### config.mk
export PLATFORM = sky130hd
export DESIGN_NAME = piradip_shift_arbiter
export DESIGN_NICKNAME = d
export VERILOG_FILES = /design/src/rtl/piradip_shift_arbiter.sv
export SDC_FILE = /design/constraint.sdc
export NUM_CORES = 1
export LEC_CHECK = 0
export CAP_MARGIN = 10
export CORE_AREA = 2 2 147 149
export DETAILED_ROUTE_END_ITERATION = 16
export DIE_AREA = 0 0 149 151
export GPL_ROUTABILITY_DRIVEN = 0
export GPL_TIMING_DRIVEN = 0
export PLACE_DENSITY = 0.56
export SYNTH_ARGS = -nofsm -noshare
export SYNTH_HDL_FRONTEND = slang
export SYNTH_SLANG_ARGS = --single-unit
### constraint.sdc
create_clock -name clk -period 3.7 [get_ports clk]
set_input_delay 1.11 -clock clk [delete_from_list [all_inputs] [get_ports clk]]
set_output_delay 1.11 -clock clk [all_outputs]
set_load 0.05 [all_outputs]
### src/rtl/piradip_shift_arbiter.sv
// Round-robin arbiter sharing one AXI-Stream left shifter among N_REQ
// requesters, with a tag FIFO routing results back in issue order.
//
// Ports:
//   clk, resetn                  clock, async active-low reset
//   req_tdata/tvalid/tready      per-requester {shift, data} request streams
//   rsp_tdata/tvalid/tready      per-requester result streams
//   sh_in_tdata/tvalid/tready    issue slot towards the shared shifter
//   sh_out_tdata/tvalid/tready   results from the shared shifter
//   inflight                     words issued but not yet returned
module piradip_shift_arbiter #(
    parameter int N_REQ        = 4,
    parameter int DATA_WIDTH   = 32,
    parameter int SHIFT_WIDTH  = $clog2(DATA_WIDTH) + 1,
    parameter int MAX_INFLIGHT = 8
) (
    input  logic                                        clk,
    input  logic                                        resetn,
    input  logic [N_REQ*(SHIFT_WIDTH+DATA_WIDTH)-1:0]   req_tdata,
    input  logic [N_REQ-1:0]                            req_tvalid,
    output logic [N_REQ-1:0]                            req_tready,
    output logic [N_REQ*DATA_WIDTH-1:0]                 rsp_tdata,
    output logic [N_REQ-1:0]                            rsp_tvalid,
    input  logic [N_REQ-1:0]                            rsp_tready,
    output logic [SHIFT_WIDTH+DATA_WIDTH-1:0]           sh_in_tdata,
    output logic                                        sh_in_tvalid,
    input  logic                                        sh_in_tready,
    input  logic [DATA_WIDTH-1:0]                       sh_out_tdata,
    input  logic                                        sh_out_tvalid,
    output logic                                        sh_out_tready,
    output logic [$clog2(MAX_INFLIGHT+1)-1:0]           inflight
);

    localparam int WORD = SHIFT_WIDTH + DATA_WIDTH;
    localparam int IW   = $clog2(N_REQ);
    localparam int PW   = $clog2(MAX_INFLIGHT);
    localparam int CW   = $clog2(MAX_INFLIGHT + 1);

    logic [IW-1:0] last_grant;
    logic [IW-1:0] gnt;
    logic [IW-1:0] cand;
    logic [IW-1:0] head;
    logic          found;
    logic          slot_free;
    logic          full;
    logic          empty;
    logic          accept;
    logic          pop;
    logic [PW-1:0] wr_ptr;
    logic [PW-1:0] rd_ptr;
    logic [IW-1:0] tags [MAX_INFLIGHT];

    assign slot_free = !sh_in_tvalid || sh_in_tready;
    assign full      = (inflight == CW'(MAX_INFLIGHT));
    assign empty     = (inflight == '0);

    // Search starts one past the last winner so every requester
    // gets a turn before anyone wins twice.
    always_comb begin
        found = 1'b0;
        gnt   = '0;
        cand  = '0;
        for (int k = 1; k <= N_REQ; k++) begin
            cand = IW'((int'(last_grant) + k) % N_REQ);
            if (!found && req_tvalid[cand]) begin
                found = 1'b1;
                gnt   = cand;
            end
        end
    end

    // No grant while full, even if a pop lands this cycle, and none
    // while reset is held so req_tready reads zero during reset.
    assign accept = resetn && found && slot_free && !full;

    always_comb begin
        req_tready = '0;
        if (accept) begin
            req_tready = N_REQ'(1) << gnt;
        end
    end

    assign head          = tags[rd_ptr];
    assign sh_out_tready = !empty && rsp_tready[head];
    assign pop           = sh_out_tvalid && sh_out_tready;
    assign rsp_tdata     = {N_REQ{sh_out_tdata}};

    always_comb begin
        rsp_tvalid = '0;
        if (sh_out_tvalid && !empty) begin
            rsp_tvalid = N_REQ'(1) << head;
        end
    end

    always_ff @(posedge clk or negedge resetn) begin
        if (!resetn) begin
            sh_in_tvalid <= 1'b0;
            sh_in_tdata  <= '0;
            last_grant   <= IW'(N_REQ - 1);
        end else if (accept) begin
            sh_in_tvalid <= 1'b1;
            sh_in_tdata  <= req_tdata[gnt*WORD +: WORD];
            last_grant   <= gnt;
        end else if (sh_in_tready) begin
            sh_in_tvalid <= 1'b0;
        end
    end

    // Tags are pushed at accept time so their order matches the
    // order words enter the in-order shifter.
    always_ff @(posedge clk or negedge resetn) begin
        if (!resetn) begin
            wr_ptr   <= '0;
            rd_ptr   <= '0;
            inflight <= '0;
        end else begin
            if (accept) begin
                wr_ptr <= wr_ptr + 1'b1;
            end
            if (pop) begin
                rd_ptr <= rd_ptr + 1'b1;
            end
            unique case ({accept, pop})
                2'b10:   inflight <= inflight + 1'b1;
                2'b01:   inflight <= inflight - 1'b1;
                default: inflight <= inflight;
            endcase
        end
    end

    always_ff @(posedge clk) begin
        if (accept) begin
            tags[wr_ptr] <= gnt;
        end
    end

endmodule

Word level (Yosys, flattened, before mapping):

Memories as Yosys holds them, arrays and structs flattened.
Index checks and enable logic that the tools add are counted.

* bits in registers: 51
* memory bits (writable): 16
* bits of input ports: 196
* output and inout port bits: 180
* word-level logic and storage cells: 71
* memories kept: 1

Memories
* tags: words 8, bits a word 2, read ports 1, clocked after memory_dff 0, write ports 1, line 51 `logic [IW-1:0] tags [MAX_INFLIGHT];`

* add/subtract/negate cells: 8
* multipliers: 1
* magnitude comparators: 5
* equal/unequal tests: 3
* shift-type cells: 3
* mux-type cells: 25
* reductions and logical operators: 19

Operators with widths (count)
* $shiftx A152 B9 Y38: 1
* $lt A2 B3 Y1 const B: 5
* $mux W1: 13
* $bmux W1 S2: 5
* $logic_and A1 B1 Y1: 9
* $mux W2: 4
* $mux W4: 2
* $pmux W4 S2: 1
* $shl A1 B2 Y4 const A: 2
* $mul A2 B5 Y7 const B: 1
* $add A3 B1 Y3 const B: 2
* $logic_not A1 Y1: 6
* $add A2 B1 Y2 const B: 2
* $add A2 B2 Y2 const B: 2
* $add A4 B1 Y4 const B: 1
* $eq A4 B4 Y1 const B: 1
* $logic_not A4 Y1: 1
* $reduce_bool A2 Y1: 2
* $sub A4 B1 Y4 const B: 1
* $eq A2 B1 Y1 const B: 1
* $eq A2 B2 Y1 const B: 1
* $logic_or A1 B1 Y1: 1

Logic depth before layout (Yosys ltp):

* depth in word-level cells: 18
* gate-level depth with buffers: 13
* gate-level depth less buffers: 12

Least setup slack after synthesis:

Ideal clock, no wire load.

* path kind: in2out
* from: in req_tvalid[3]
* to: out req_tready[0]
* data arrival time: 3.349 ns
* required time: 2.590 ns
* path slack: -0.759 ns
* cell stages on the path: 7
* path buffers: 2
* cell sequence: nor2b_1 -> or2_1 -> clkbuf_1 -> nand2_1 -> clkbuf_1 -> inv_2 -> nor3_1

* elaborated cells between the ends (all ways): 27
* those cells by class: shift (1); mux (17); reduce/logical (9)

RTL lines
* start: declaration: line 20 `input logic [N_REQ-1:0] req_tvalid,`
* $bmux W1 S2: line 65 `if (!found && req_tvalid[cand]) begin`
* $mux W1 (not written as such): line 65
* $mux W1: line 65
* $logic_not A1 Y1: line 65
* $logic_and A1 B1 Y1: line 65
* $mux W1: line 65
* $logic_not A1 Y1: line 65
* $logic_and A1 B1 Y1: line 65
* $mux W1: line 65
* $logic_not A1 Y1: line 65
* $logic_and A1 B1 Y1: line 65
* $mux W2 *: line 65
* named net gnt[1]: line 40 `logic [IW-1:0] gnt;`
* $shl A1 B2 Y4 *: line 79 `req_tready = N_REQ'(1) << gnt;`
* $mux W4 *: line 78 `if (accept) begin`
* end: declaration: line 21 `output logic [N_REQ-1:0] req_tready,`

Mark *: on every way through the listed nets, which the timed path passes. The rest lies on a longest branch. The select of a mux whose other input is x is not followed.

Final worst setup path:

* from: in req_tvalid[1]
* to: out req_tready[0]

The elaborated chain is that of the path after synthesis.

==> run summary <==
Iter 0 DRT Violations: 197
Worst Tran Pin Value: 0.662 ns
Final ANT Viol Nets: 0
Final period util: 97.9%
CTS clk-pin slew, worst paths: 0.06 ns
CTS sink count: 67
Setup Viol. Count Final: 0
die area: 22500 um2
worst-path fanout max: 11
Synth area leader: dfrtp_1
critical path capture point type: output port
crit path DAT: 2.51 ns
setup repair after global routing missed its margin: false
pin count of the biggest net entering global routing: 31
Die Ht: 151 um
WHS: 0.472 ns
critical path class: input port to output port
Post-Syn Instances: 557
VDD IR max: 0.314 mV
H-tree depth: 3
Clock Latency Late Sink: 0.34 ns
post-layout min period: 3.62 ns
vias per cell: 4.38
TritonRoute pass-1 iters: 4
clk_skew: 0.00479 ns
power density cells: 684 nW/um2
Total GRT Usage: 18.2%
total routed wirelength: 21500 um
synthesis-to-layout area growth: 87.6%
top cell type's share of synthesized area: 24.3%
Critical Path RT: 2.59 ns
yosys warns: 0
Reg-to-Reg Start: rd_ptr[0]$_DFFE_PN0P_
sequential-to-total area share from yosys stat: 34.8%
grt total ovfl: 0
clk buf depth: 2
Crit. Startpoint: req_tvalid[1]
setup ws final: 0.0778 ns
Setup WS pre-CTS: -1.59 ns
Post-Synthesis Mean Instance Area: 9.07 um2
placed inst area: 8900 um2
Core ar.: 20800 um2
Die W: 149 um
hold_sp: sh_in_tdata[13]$_DFFE_PN0P_
initial antenna violation count: 1
Detailed Place HPWL: 17300 um
placed cell count: 1176
routed length per instance: 17.8 um
FF+latch count, synth: 67
Root Driver: clkbuf_16
routed vias: 5291
post-synth net total: 759
Final TNS setup: 0 ns
CTS tree: done
top cells by area, synth: dfrtp_1 24%, buf_4 19%, a211oi_1 11%, and3_1 9.5%, edfxtp_1 9.5%
Mapped Area: 5050 um2
status: complete, no violations
DRC errors left: 0
Final Non-Filler Cells: 1208
fin. max-slew vios: 0
# hold bufs at CTS: 0
post-layout instance area: 9470 um2
Initial Utilization: 24.3%
number of buffers created by CTS: 9
layout cell share with drive strength beyond 1: 22.0%
Final nets: 1129
max cap viols: 0
row count: 53
input/output buffers: 343
first-pass GRT wire length: 30800 um
Hold Fails Final Rpt: 0
relative slew slack: 55.9%
Synth cell types: 38
Static Leakage: 4.06 nW
Max Clock Freq: 0.276 GHz
IO Count: 376
vias in the first global route: 5258
CP startpoint kind: input port
Hold Path Class: flop to flop
-- per-layer routing --
| metal | part of all wire, % | vias to the layer above | GRT usage, % |
|---|---|---|---|
| met5 | 0 | - | 0 |
| met4 | 1.0 | 0 | 4.52 |
| met3 | 8.0 | 12 | 5.87 |
| met2 | 49 | 205 | 31.2 |
| met1 | 42 | 2452 | 22.2 |
| li1 | - | 2622 | - |
-- worst max-delay path, stage by stage --
cell and delay [ns]:
dlygate4sd2_1 0.28, nor2b_1 0.14, o21ai_1 0.14, o311a_4 0.24, inv_2 0.07, clkbuf_16 0.17, nor3_4 0.18, buf_6 0.18
-- path summary, 6_finish.rpt --
check	to	slack (ns)	cells after the start
worst max-delay path	req_tready[0]	0.08	8
worst min-delay path	sh_in_tdata[13]$_DFFE_PN0P_	0.47	2
worst max register to register	inflight[3]$_DFFE_PN0P_	0.31	14
worst min register to register	sh_in_tdata[13]$_DFFE_PN0P_	0.47	2
max in group asynchronous	last_grant[1]$_DFFE_PN1P_	2.48	2
min in group asynchronous	rd_ptr[0]$_DFFE_PN0P_	0.67	1
-- synthesized netlist by cell type (all sizes together) --
cell type,instances
mux2,7
o31ai,38
a211oi,76
xor2,3
nor2,9
fa,1
o22a,1
buf,130
mux4,4
mux2i,1
nand2,48
clkbuf,42
nand2b,6
edfxtp,16
nand3,1
xnor2,5
or2,2
nand4,1
o311a,1
o21ai,5
dfstp,2
a21o,2
ha,5
and3,77
inv,8
dfrtp,49
nor4,2
a21oi,1
nor3,9
nor2b,5
-- cells by family after synthesis --
family,share of synthesized area [%]
AOI/OAI and AO/OA,18.2
xor gates and xnor gates,1.39
adders and majority gates,1.64
buffers and inverters,23.0
DFF,34.8
muxes,3.99
and+or+nand+nor,16.9
-- stage by stage --
stage          power, mW  utilization (%)
2_1_floorplan       3.99                -
3_3_place_gp        5.40             42.7
3_5_place_dp        5.43             42.7
4_1_cts             6.52             45.4
5_1_grt             6.86             45.5
6_report            6.48             45.5
-- flip-flops by register name (all words and copies together) (netlist names) --
signal / flops
sh_in_tdata: 38
tags: 16
rd_ptr: 3
sh_in_tvalid: 1
wr_ptr: 3
last_grant: 2
inflight: 4
-- placed cells by master, fill, tap and decap left out, types with 6 or more instances in the layout --
master             n
a211oi_1          76
and3_1            77
buf_4            146
buf_6              6
clkbuf_1          34
clkbuf_16         12
clkdlybuf4s15_2    6
clkdlybuf4s50_1  328
dfrtp_1           49
edfxtp_1          16
nand2_1           46
nor2_1             9
o31ai_1           38
-- area by class of cell --
cell class | instances | area [um2]
Inverter | 8 | 32.5
Clock inverter | 7 | 76.3
Buffer | 169 | 1200
Multi-Input combinational cell | 310 | 2220
Fill cell | 2104 | 11300
Clock buffer | 9 | 225
Timing Repair Buffer | 362 | 3610
Tap cell | 275 | 344
Sequential cell | 67 | 1760
Antenna cell | 1 | 2.50
-- where the power goes --
group	switching, mW	internal, mW
Combinational	2.63	1.66
Sequential	0.213	1.09
Clock	0.354	0.526
-- repair_timing --
action / 4_1_cts / 5_1_grt
resized for setup: 86 / 6
pin swaps: 6 / 5
setup endpoints to repair: 12 / 9
buffers inserted: 10 / 8
Note: power is estimated with default switching activity, not from simulation.
